## config.mk

```make
export PLATFORM = sky130hd
export DESIGN_NAME = flexbyte_stp_packer
export DESIGN_NICKNAME = d
export VERILOG_FILES = /design/src/rtl/flexbyte_stp_packer.sv
export SDC_FILE = /design/constraint.sdc
export NUM_CORES = 1
export LEC_CHECK = 0
export BUFFER_PORTS_ARGS = -buffer_cell sky130_fd_sc_hd__buf_4
export CORE_MARGIN = 4
export CORE_UTILIZATION = 25
export CTS_CLUSTER_SIZE = 28
export DETAILED_ROUTE_END_ITERATION = 10
export GPL_TIMING_DRIVEN = 0
export PLACE_DENSITY = 0.48
export SETUP_SLACK_MARGIN = 0.15
export SKIP_CTS_REPAIR_TIMING = 1
export SLEW_MARGIN = 30
export SYNTH_ARGS = -nofsm -noshare
export SYNTH_HDL_FRONTEND = slang
export SYNTH_SLANG_ARGS = --single-unit
```

## constraint.sdc

```tcl
create_clock -name clk -period 1.5 [get_ports clk]
set_clock_uncertainty 0.1 [all_clocks]
set_input_delay 0.15 -clock clk [delete_from_list [all_inputs] [get_ports clk]]
set_output_delay 0.15 -clock clk [all_outputs]
set_load 0.02 [all_outputs]
```

## src/rtl/flexbyte_stp_packer.sv

```systemverilog
// Serial-to-parallel byte packer: NUM_BYTES_IN-byte beats in, NUM_BYTES_OUT-byte words out.
// Define FLEXBYTE_STP_PACKER_FLUSH_EN to add the flush port for emitting partial words with a keep mask.
module flexbyte_stp_packer #(
  parameter int MSB           = 1,
  parameter int NUM_BYTES_IN  = 1,
  parameter int NUM_BYTES_OUT = 4,
  localparam int BEATS = NUM_BYTES_OUT / NUM_BYTES_IN,
  localparam int CW    = (BEATS > 1) ? $clog2(BEATS) : 1
) (
  input  logic                         clk,
  input  logic                         n_rst,
  input  logic                         clear,
  input  logic                         in_valid,
  output logic                         in_ready,
  input  logic [8*NUM_BYTES_IN-1:0]    data_in,
  output logic                         out_valid,
  input  logic                         out_ready,
  output logic [8*NUM_BYTES_OUT-1:0]   data_out,
  output logic [NUM_BYTES_OUT-1:0]     out_keep,
  output logic [CW-1:0]                beat_count
`ifdef FLEXBYTE_STP_PACKER_FLUSH_EN
  ,input  logic                        flush
`endif
);

  localparam int IW = 8 * NUM_BYTES_IN;
  localparam int OW = 8 * NUM_BYTES_OUT;
  localparam logic [CW-1:0] LAST = CW'(BEATS - 1);
  localparam logic [NUM_BYTES_OUT-1:0] KEEP_ALL = '1;

  if ((NUM_BYTES_OUT <= NUM_BYTES_IN) || ((NUM_BYTES_OUT % NUM_BYTES_IN) != 0)) begin : g_bad_cfg
    $fatal(1, "flexbyte_stp_packer: NUM_BYTES_OUT must be a larger integer multiple of NUM_BYTES_IN");
  end

  logic [OW-1:0]            r_acc;
  logic [CW-1:0]            r_beat_count;
  logic                     r_out_valid;
  logic [OW-1:0]            r_data_out;
  logic [NUM_BYTES_OUT-1:0] r_keep;

  logic                     w_accept;
  logic                     w_complete;
  logic [OW-1:0]            w_acc_next;
  logic                     w_load;
  logic [OW-1:0]            w_load_word;
  logic [NUM_BYTES_OUT-1:0] w_load_keep;

  // Only a full accumulator facing a blocked output slot can refuse a beat.
  assign in_ready   = (r_beat_count != LAST) || !r_out_valid || out_ready;
  assign w_accept   = in_valid && in_ready;
  assign w_complete = w_accept && (r_beat_count == LAST);
  assign w_acc_next = (MSB != 0) ? {r_acc[OW-IW-1:0], data_in} : {data_in, r_acc[OW-1:IW]};

`ifdef FLEXBYTE_STP_PACKER_FLUSH_EN
  logic [CW:0]              w_k;
  logic                     w_flush_go;
  logic [OW-1:0]            w_acc_upd;
  logic [OW-1:0]            w_flush_word;
  logic [NUM_BYTES_OUT-1:0] w_flush_keep;

  assign w_k        = {1'b0, r_beat_count} + {{CW{1'b0}}, w_accept};
  assign w_acc_upd  = w_accept ? w_acc_next : r_acc;
  // A completing beat wins over flush, so k < BEATS is implied by !w_complete.
  assign w_flush_go = flush && (w_k != '0) && !w_complete && (!r_out_valid || out_ready);

  always_comb begin
    w_flush_word = '0;
    w_flush_keep = '0;
    if (MSB != 0) begin
      w_flush_word = w_acc_upd << (IW * (BEATS - int'(w_k)));
      w_flush_keep = ~(KEEP_ALL >> (int'(w_k) * NUM_BYTES_IN));
    end else begin
      w_flush_word = w_acc_upd >> (IW * (BEATS - int'(w_k)));
      w_flush_keep = ~(KEEP_ALL << (int'(w_k) * NUM_BYTES_IN));
    end
  end

  assign w_load      = w_complete || w_flush_go;
  assign w_load_word = w_complete ? w_acc_next : w_flush_word;
  assign w_load_keep = w_complete ? KEEP_ALL : w_flush_keep;
`else
  assign w_load      = w_complete;
  assign w_load_word = w_acc_next;
  assign w_load_keep = KEEP_ALL;
`endif

  always_ff @(posedge clk or negedge n_rst) begin
    if (!n_rst) begin
      r_acc        <= '0;
      r_beat_count <= '0;
      r_out_valid  <= 1'b0;
      r_data_out   <= '0;
      r_keep       <= '0;
    end else if (clear) begin
      r_acc        <= '0;
      r_beat_count <= '0;
      r_out_valid  <= 1'b0;
      r_data_out   <= '0;
      r_keep       <= '0;
    end else begin
      if (w_load) begin
        r_acc        <= '0;
        r_beat_count <= '0;
      end else if (w_accept) begin
        r_acc        <= w_acc_next;
        r_beat_count <= r_beat_count + 1'b1;
      end
      // A new word overwrites the slot even while the old one drains.
      if (w_load) begin
        r_out_valid <= 1'b1;
        r_data_out  <= w_load_word;
        r_keep      <= w_load_keep;
      end else if (r_out_valid && out_ready) begin
        r_out_valid <= 1'b0;
      end
    end
  end

  assign out_valid  = r_out_valid;
  assign data_out   = r_data_out;
  assign out_keep   = r_keep;
  assign beat_count = r_beat_count;

endmodule
```

==> impl_metrics.ini, run 1 <==
[outcome]
status = complete, no violations

[place]
placedInstanceArea_sq_mm = 0.002826
gp_congestion = 0.6678
io_buffers = 51
place_hpwl_microns = 3620
dp.cells = 308

[critical_path]
worstPathCellList = ha_4, and4b_1, buf_6, buf_8, a22o_1
criticalPathCategory = reg -> reg
endpoint_kind = flop
r2r_cells = 5
crit_slowest_cell = dfrtp_2
r2r_start = beat_count[1]
ff2ff_setup_slack_ns = 0.003
startpoint_type = flop
slowest_delay_ns = 0.43
crit_path_start = beat_count[1]
reg2reg_to = data_out[12]
cp_max_fo = 10
worst_ep_required_time_ns = 1.62
cp.arrival_ns = 1.61

[clock_network]
numCtsBuffers = 9
cts.sink_count = 60
h-tree-depth = 3
clk_pin_slew_ns = 0.07
clock_path_buffers = 2
insertion_delay_ns = 0.33
cts_tree = yes
cts_root_buf = clkbuf_8

[synthesis]
synth_top_cell_area_share = 0.6557
synthArstFlopShare = 1.000
syn_avg_cell_area_sq_um = 15.37
synthesis.instances = 149
synthesis.nets = 163
synthFlopType = dfrtp_1
seq_area_frac_synth = 0.6557
synth_area_leader_cell = dfrtp_1
synthTopCellsByCount = dfrtp_1, a22o_1, buf_6
ys_ff_latch = 60
netlist_area_sq_mm = 0.002290
synth_warnings = 0
synth_top_cells_by_area = dfrtp_1, a22o_1, buf_6
yosys.cell_types.count = 21
yosysMostFrequentCell = dfrtp_1
synth_edf_count = 0

[detailed_routing]
wl_per_cell_microns = 16.79
firstDrtPassIters = 4
vias = 1602
first_iter_violations = 94
drc_errors = 0
viasPerCell = 4.630
wirelength_microns = 5811
antenna_left = 0

[global_route]
grt.overflow.total = 0
grtUsageTotal = 0.1085
grt_max_degree = 61
antenna_found_initial = 0
first_global_vias = 1581
grt_pass1_wl_microns = 8935

[power]
p_int_w = 0.002606
switchingPower_w = 0.0007758
power_density_mw_per_mm2 = 1036
pwr-share-clk = 0.426
comb_power_share = 0.078
peakVddDrop_uv = 461.5
swShare = 0.2294
seq_power_share = 0.497
p_leak_nw = 1.657

[floorplanning]
core_area_sq_mm = 0.008806
die_area_sq_mm = 0.01075
die_h_microns = 103.7
row_count = 34
pin_count = 53
fp.dieW_microns = 103.7
initial_utilization = 0.2600

[timing]
clock.fmax_ghz = 0.6681
rsz0062_at_grt = true
period_needed_ns = 1.497
relSlewSlack = 0.4970
fin_crit_sh = 0.9978
setup_viol = 0
tightestPinTransition_ns = 0.7545
setup_tns_ns = 0
slew_violations = 0
finalHoldViolations = 0

[layout]
syn_to_final_growth_pct = 42.62
layout.nets = 247
final_cells = 346
n_fill_cell = 854
fin_area_sq_mm = 0.003266
drive_gt1_frac = 0.4328
n_antenna_cell = 0

[run]
drv_cap = 0

[hold_path]
hp-start = clear
hold_path_depth = 2
hp-class = in -> reg
min_to = out_keep[2]
## placed cells by master (no fill, tap or decap), drive strengths merged, types with 2 or more instances in the layout
| cell | count |
|---|---|
| buf | 78 |
| o21ai | 2 |
| a22o | 56 |
| dlygate4sd3 | 9 |
| dfrtp | 60 |
| nand2b | 3 |
| nor2 | 2 |
| a31oi | 2 |
| clkbuf | 17 |
## power groups by stage
stage	Sequential (W)	Combinational, W	Clock [W]
6_report	0.00168	0.000262	0.00144
5_1_grt	0.00168	0.000292	0.00155
3_5_place_dp	0.00171	0.000210	0
3_3_place_gp	0.00171	0.000208	0
4_1_cts	0.00168	0.000211	0.00148
2_1_floorplan	0.00171	0.0000984	0
## logic make-up (layout without fill, tap and decap cells)
| family | count (synthesis) | count (layout) | share of synthesized area |
|---|---|---|---|
| buf+inv | 15 | 104 | 0.05848 |
| fa+ha+maj | 1 | 1 | 0.005464 |
| flops | 60 | 60 | 0.6557 |
| simple gates | 11 | 11 | 0.04317 |
| compound gates | 62 | 62 | 0.2372 |
## flip-flops by register name, indices dropped and copies added (netlist names)
register	count
out_keep	1
data_out	32
beat_count	2
out_valid	1
r_acc	24
## per-stage QoR
step,hold slack (ns),power [W],setup WS [ns],utilization
floorplan,-0.2456,0.001808,0.02571,-
global placement,0.1772,0.001918,-0.04296,0.3210
detailed placement,0.1848,0.001920,-0.02959,0.3210
CTS,-0.1862,0.003374,-0.06381,0.3437
global route,0.02704,0.003529,-0.04475,0.3708
finish,0.02142,0.003382,0.003309,0.3708
## critical path, delay by kind of cell, from the launching register on
kind / cells / cell delay, ns
buffers and inverters: 2 / 0.28
adders and majority gates: 1 / 0.20
DFF: 1 / 0.43
and+or+nand+nor: 1 / 0.19
AOI/OAI and AO/OA: 1 / 0.18
## routing by layer
layer	wire length, microns	track usage	share of wire	vias up
li1	-	-	-	749
met1	2780	0.1487	0.48	796
met2	2616	0.1523	0.45	47
met3	315	0.03109	0.054	10
met4	98	0.06268	0.017	0
met5	0	0	0	-
## worst max path at each step
stage | end | slack, ns | cells after the start
finish | data_out[12] | 0.003 | 5
global route | data_out[31] | -0.04 | 5
CTS | data_out[12] | -0.06 | 4
detailed placement | data_out[13] | -0.03 | 4
global placement | data_out[14] | -0.04 | 4
floorplan | data_out[30] | 0.03 | 5
## layout make-up
type	count	area, sq um	share of cell area
tap	108	135.1	0.04138
sequential	60	1504	0.4605
timing repair buffer	73	596.8	0.1828
multi-input combinational	74	679.4	0.2080
buffer	15	150.1	0.04598
clock buffer	16	200.2	0.06130
Power figures use the tool's default switching activity.
==> run 2: changes to the inputs <==
- CORE_UTILIZATION: 25 -> 47
- PLACE_DENSITY: 0.48 -> 0.74
==> impl_metrics.ini, run 2 (synthesis results as in run 1) <==
[clock_network]
h-tree-depth = 3
cts_tree = yes
cts.sink_count = 60
insertion_delay_ns = 0.33
clk_pin_slew_ns = 0.07
clock_path_buffers = 2
cts_root_buf = clkbuf_8
numCtsBuffers = 9

[hold_path]
min_to = out_keep[2]
hold_path_depth = 2
hp-class = in -> reg
hp-start = clear

[detailed_routing]
vias = 1608
wl_per_cell_microns = 17.76
firstDrtPassIters = 6
drc_errors = 0
wirelength_microns = 5327
first_iter_violations = 148
viasPerCell = 5.360
antenna_left = 0

[layout]
fin_area_sq_mm = 0.003193
mostFrequentLayoutCells = buf_4, dfrtp_1, a22o_1
largest_reg_flops = 32
syn_to_final_growth_pct = 39.45
n_fill_cell = 326
n_antenna_cell = 0
regArea_sq_mm = 0.001504
layout.cells.most_common = buf_4
multi_input_area_sq_um = 675.6
layout.nets = 242
drive_gt1_frac = 0.4206
fin_util = 0.6760

[floorplanning]
initial_utilization = 0.4848
pin_count = 53
die_area_sq_mm = 0.006052
die_h_microns = 77.80
fp.dieW_microns = 77.80
core_area_sq_mm = 0.004723
row_count = 25

[critical_path]
cp.arrival_ns = 1.61
cp_max_fo = 10
slowest_delay_ns = 0.43
endpoint_kind = flop
worstPathCellList = ha_4, and4b_1, buf_6, buf_6, a22o_1
worst_ep_required_time_ns = 1.62
cp_common_cell = buf_6
cp_top_family = flip-flops
startpoint_type = flop
ff2ff_setup_slack_ns = 0.007
r2r_cells = 5
reg2reg_to = data_out[9]
path_buf_inv = 2
crit_slowest_cell = dfrtp_2
worstSetupPathDepth = 5
criticalPathCategory = reg -> reg
r2r_start = beat_count[1]

[global_route]
grtUsageTotal = 0.1856
grt.overflow.total = 0
antenna_found_initial = 0
grt_max_degree = 61
first_global_vias = 1704
grt_pass1_wl_microns = 8618

[timing]
setup_viol = 0
finalHoldViolations = 0
relSlewSlack = 0.5121
rsz0062_at_grt = true
clock.fmax_ghz = 0.6696
tightestPinTransition_ns = 0.7318
fin_crit_sh = 0.9956
slew_violations = 0
fin_ws_ns = 0.006671
period_needed_ns = 1.493

[place]
gp_congestion = 0.7945
place_hpwl_microns = 3595
dpl_worst_slack_ns = -0.03345
placedInstanceArea_sq_mm = 0.002775
io_buffers = 51

[outcome]
status = complete, no violations

[power]
peakVddDrop_uv = 735.2
fin_total_pwr_w = 0.003678
power_density_mw_per_mm2 = 1152
p_leak_nw = 1.638

[run]
drv_cap = 0
==> run 2: worst max-delay path by stage <==
| stage | slack [ns] | to | startpoint |
|---|---|---|---|
| 2_1_floorplan | 0.03 | data_out[30] | beat_count[0] |
| 3_3_place_gp | -0.003 | data_out[8] | beat_count[0] |
| 3_5_place_dp | -0.03 | data_out[12] | beat_count[0] |
| 4_1_cts | -0.05 | data_out[9] | beat_count[0] |
| 5_1_grt | -0.04 | data_out[0] | beat_count[0] |
| 6_report | 0.007 | data_out[9] | beat_count[1] |
==> run 2: layout make-up <==
cell class / count / share of cell area
plain buffers: 15 / 0.04467
flip-flops and latches: 60 / 0.4710
well taps: 67 / 0.02625
multi-input cells: 74 / 0.2116
clock inverters: 6 / 0.03487
repair buffers: 68 / 0.1716
clock buffers: 10 / 0.03997
==> run 2: stage by stage <==
step,instances,TNS (ns),hold slack [ns]
6_report,300,0,0.02246
5_1_grt,300,-0.7633,0.01776
4_1_cts,283,-0.9779,-0.2022
3_5_place_dp,267,-0.3446,0.1601
3_3_place_gp,267,-0.007648,0.1343
2_1_floorplan,149,0,-0.2456
==> run 2: power by group <==
part           switching [W]  internal [W]  leakage (nW)
Combinational       0.000130      0.000118         0.694
Clock               0.000644       0.00111         0.117
Sequential         0.0000304       0.00165         0.827
==> run 2: routing by layer <==
metal	global-route usage	wire length [microns]	part of all wire	vias up
li1	-	-	-	734
met1	0.2419	2440	0.46	826
met2	0.2800	2580	0.48	40
met3	0.06265	241	0.045	8
met5	0	0	0	-
met4	0.08363	63	0.012	0
==> run 3: changes to the inputs <==
- BUFFER_PORTS_ARGS: -buffer_cell sky130_fd_sc_hd__buf_4 -> -buffer_cell sky130_fd_sc_hd__buf_2
- CORE_ASPECT_RATIO: unset -> 1.25
==> impl_metrics.ini, run 3 (synthesis results as in run 1) <==
[global_route]
grt.overflow.total = 0
antenna_found_initial = 0
first_global_vias = 1505
grtUsageTotal = 0.1716
grt_max_degree = 61
grt_pass1_wl_microns = 7879

[detailed_routing]
first_iter_violations = 101
firstDrtPassIters = 4
wl_per_cell_microns = 16.62
wirelength_microns = 4853
viasPerCell = 5.223
vias = 1525
antenna_left = 0
drc_errors = 0

[timing]
relSlewSlack = 0.5199
setup_viol = 0
slew_violations = 0
tightestPinTransition_ns = 0.7201
clock.fmax_ghz = 0.6668
fin_ws_ns = 0.0002806
rsz0062_at_grt = true
fin_crit_sh = 0.9998
finalHoldViolations = 0
period_needed_ns = 1.500

[layout]
final_cells = 292
syn_to_final_growth_pct = 32.95
layout.cells.most_common = dfrtp_1
n_fill_cell = 356
fin_util = 0.6437
drive_gt1_frac = 0.4224
mostFrequentLayoutCells = dfrtp_1, a22o_1, buf_2
layout.nets = 241
largest_reg_flops = 32
fin_area_sq_mm = 0.003044
n_antenna_cell = 0

[place]
io_buffers = 51
dpl_worst_slack_ns = -0.04260
dp.cells = 260
place_hpwl_microns = 3163
gp_congestion = 0.7617
placedInstanceArea_sq_mm = 0.002641

[floorplanning]
die_h_microns = 86.04
core_area_sq_mm = 0.004730
pin_count = 53
fp.dieW_microns = 70.43
row_count = 28
die_area_sq_mm = 0.006059
initial_utilization = 0.4841

[power]
seq_power_share = 0.469
power_density_mw_per_mm2 = 1176
p_int_w = 0.002814
p_leak_nw = 1.634
peakVddDrop_uv = 769.1
pwr-share-clk = 0.470
switchingPower_w = 0.0007673
swShare = 0.2142
comb_power_share = 0.062

[critical_path]
endpoint_kind = flop
worst_ep_required_time_ns = 1.62
cp.arrival_ns = 1.62
startpoint_type = flop
criticalPathCategory = reg -> reg
cp_max_fo = 10

[clock_network]
cts_tree = yes
clk_pin_slew_ns = 0.07
numCtsBuffers = 9
cts.sink_count = 60
clock_path_buffers = 2
h-tree-depth = 3
cts_root_buf = clkbuf_8
insertion_delay_ns = 0.34

[hold_path]
hp-class = in -> reg

[outcome]
status = complete, no violations

[run]
drv_cap = 0
-- run 3: cell types whose count changed in the layout (fill, tap and decap cells not counted), moves of 3 or more --
cell,change
buf_2,+50
clkbuf_8,+3
buf_6,-3
buf_4,-48
-- run 3: final timing paths --
path                                 endpoint          start  cells after the start  slack [ns]
worst max-delay path              data_out[1]  beat_count[0]                      5      0.0003
worst min-delay path              out_keep[2]          clear                      2        0.02
worst max register to register    data_out[1]  beat_count[0]                      5      0.0003
worst min register to register   data_out[12]   data_out[12]                      1        0.40
max in group asynchronous       beat_count[0]          n_rst                      2        0.47
min in group asynchronous           out_valid          n_rst                      2        0.32
-- run 3: routing by layer --
layer / part of all wire / global-route usage / up-vias
met5: 0 / 0 / -
met4: 0.015 / 0.09408 / 0
met3: 0.053 / 0.04924 / 7
met2: 0.47 / 0.2462 / 46
met1: 0.46 / 0.2345 / 745
li1: - / - / 727
-- run 3: metrics by stage --
stage	power, W	setup TNS, ns	hold WS, ns
after global routing	0.003721	-1.984	0.004100
final	0.003581	0	0.01645
after detailed placement	0.001899	-0.4460	0.1612
after CTS	0.003580	-0.8531	-0.2151
after global placement	0.001895	-0.1171	0.2912
after floorplan	0.001808	0	-0.2456
-- run 3: worst max-delay path: stages (launching register included) --
cell and delay, ns:
dfrtp_2 0.44, ha_4 0.21, and4b_1 0.19, buf_6 0.13, buf_8 0.13, a22o_1 0.18
-- run 3: power by group through the flow --
stage / Combinational, W / Clock [W] / Sequential (W)
CTS: 0.000192 / 0.00171 / 0.00168
global route: 0.000246 / 0.00179 / 0.00168
floorplan: 0.0000984 / 0 / 0.00171
finish: 0.000221 / 0.00168 / 0.00168
global placement: 0.000187 / 0 / 0.00171
detailed placement: 0.000191 / 0 / 0.00171
-- run 3: final cells by class --
class / instances / area, sq um / share of cell area
tap: 60 / 75.07 / 0.02466
buffer: 15 / 143.9 / 0.04727
sequential: 60 / 1504 / 0.4940
clock buffer: 12 / 165.2 / 0.05425
multi-input combinational: 74 / 675.6 / 0.2219
timing repair buffer: 67 / 410.4 / 0.1348
clock inverter: 4 / 70.07 / 0.02302
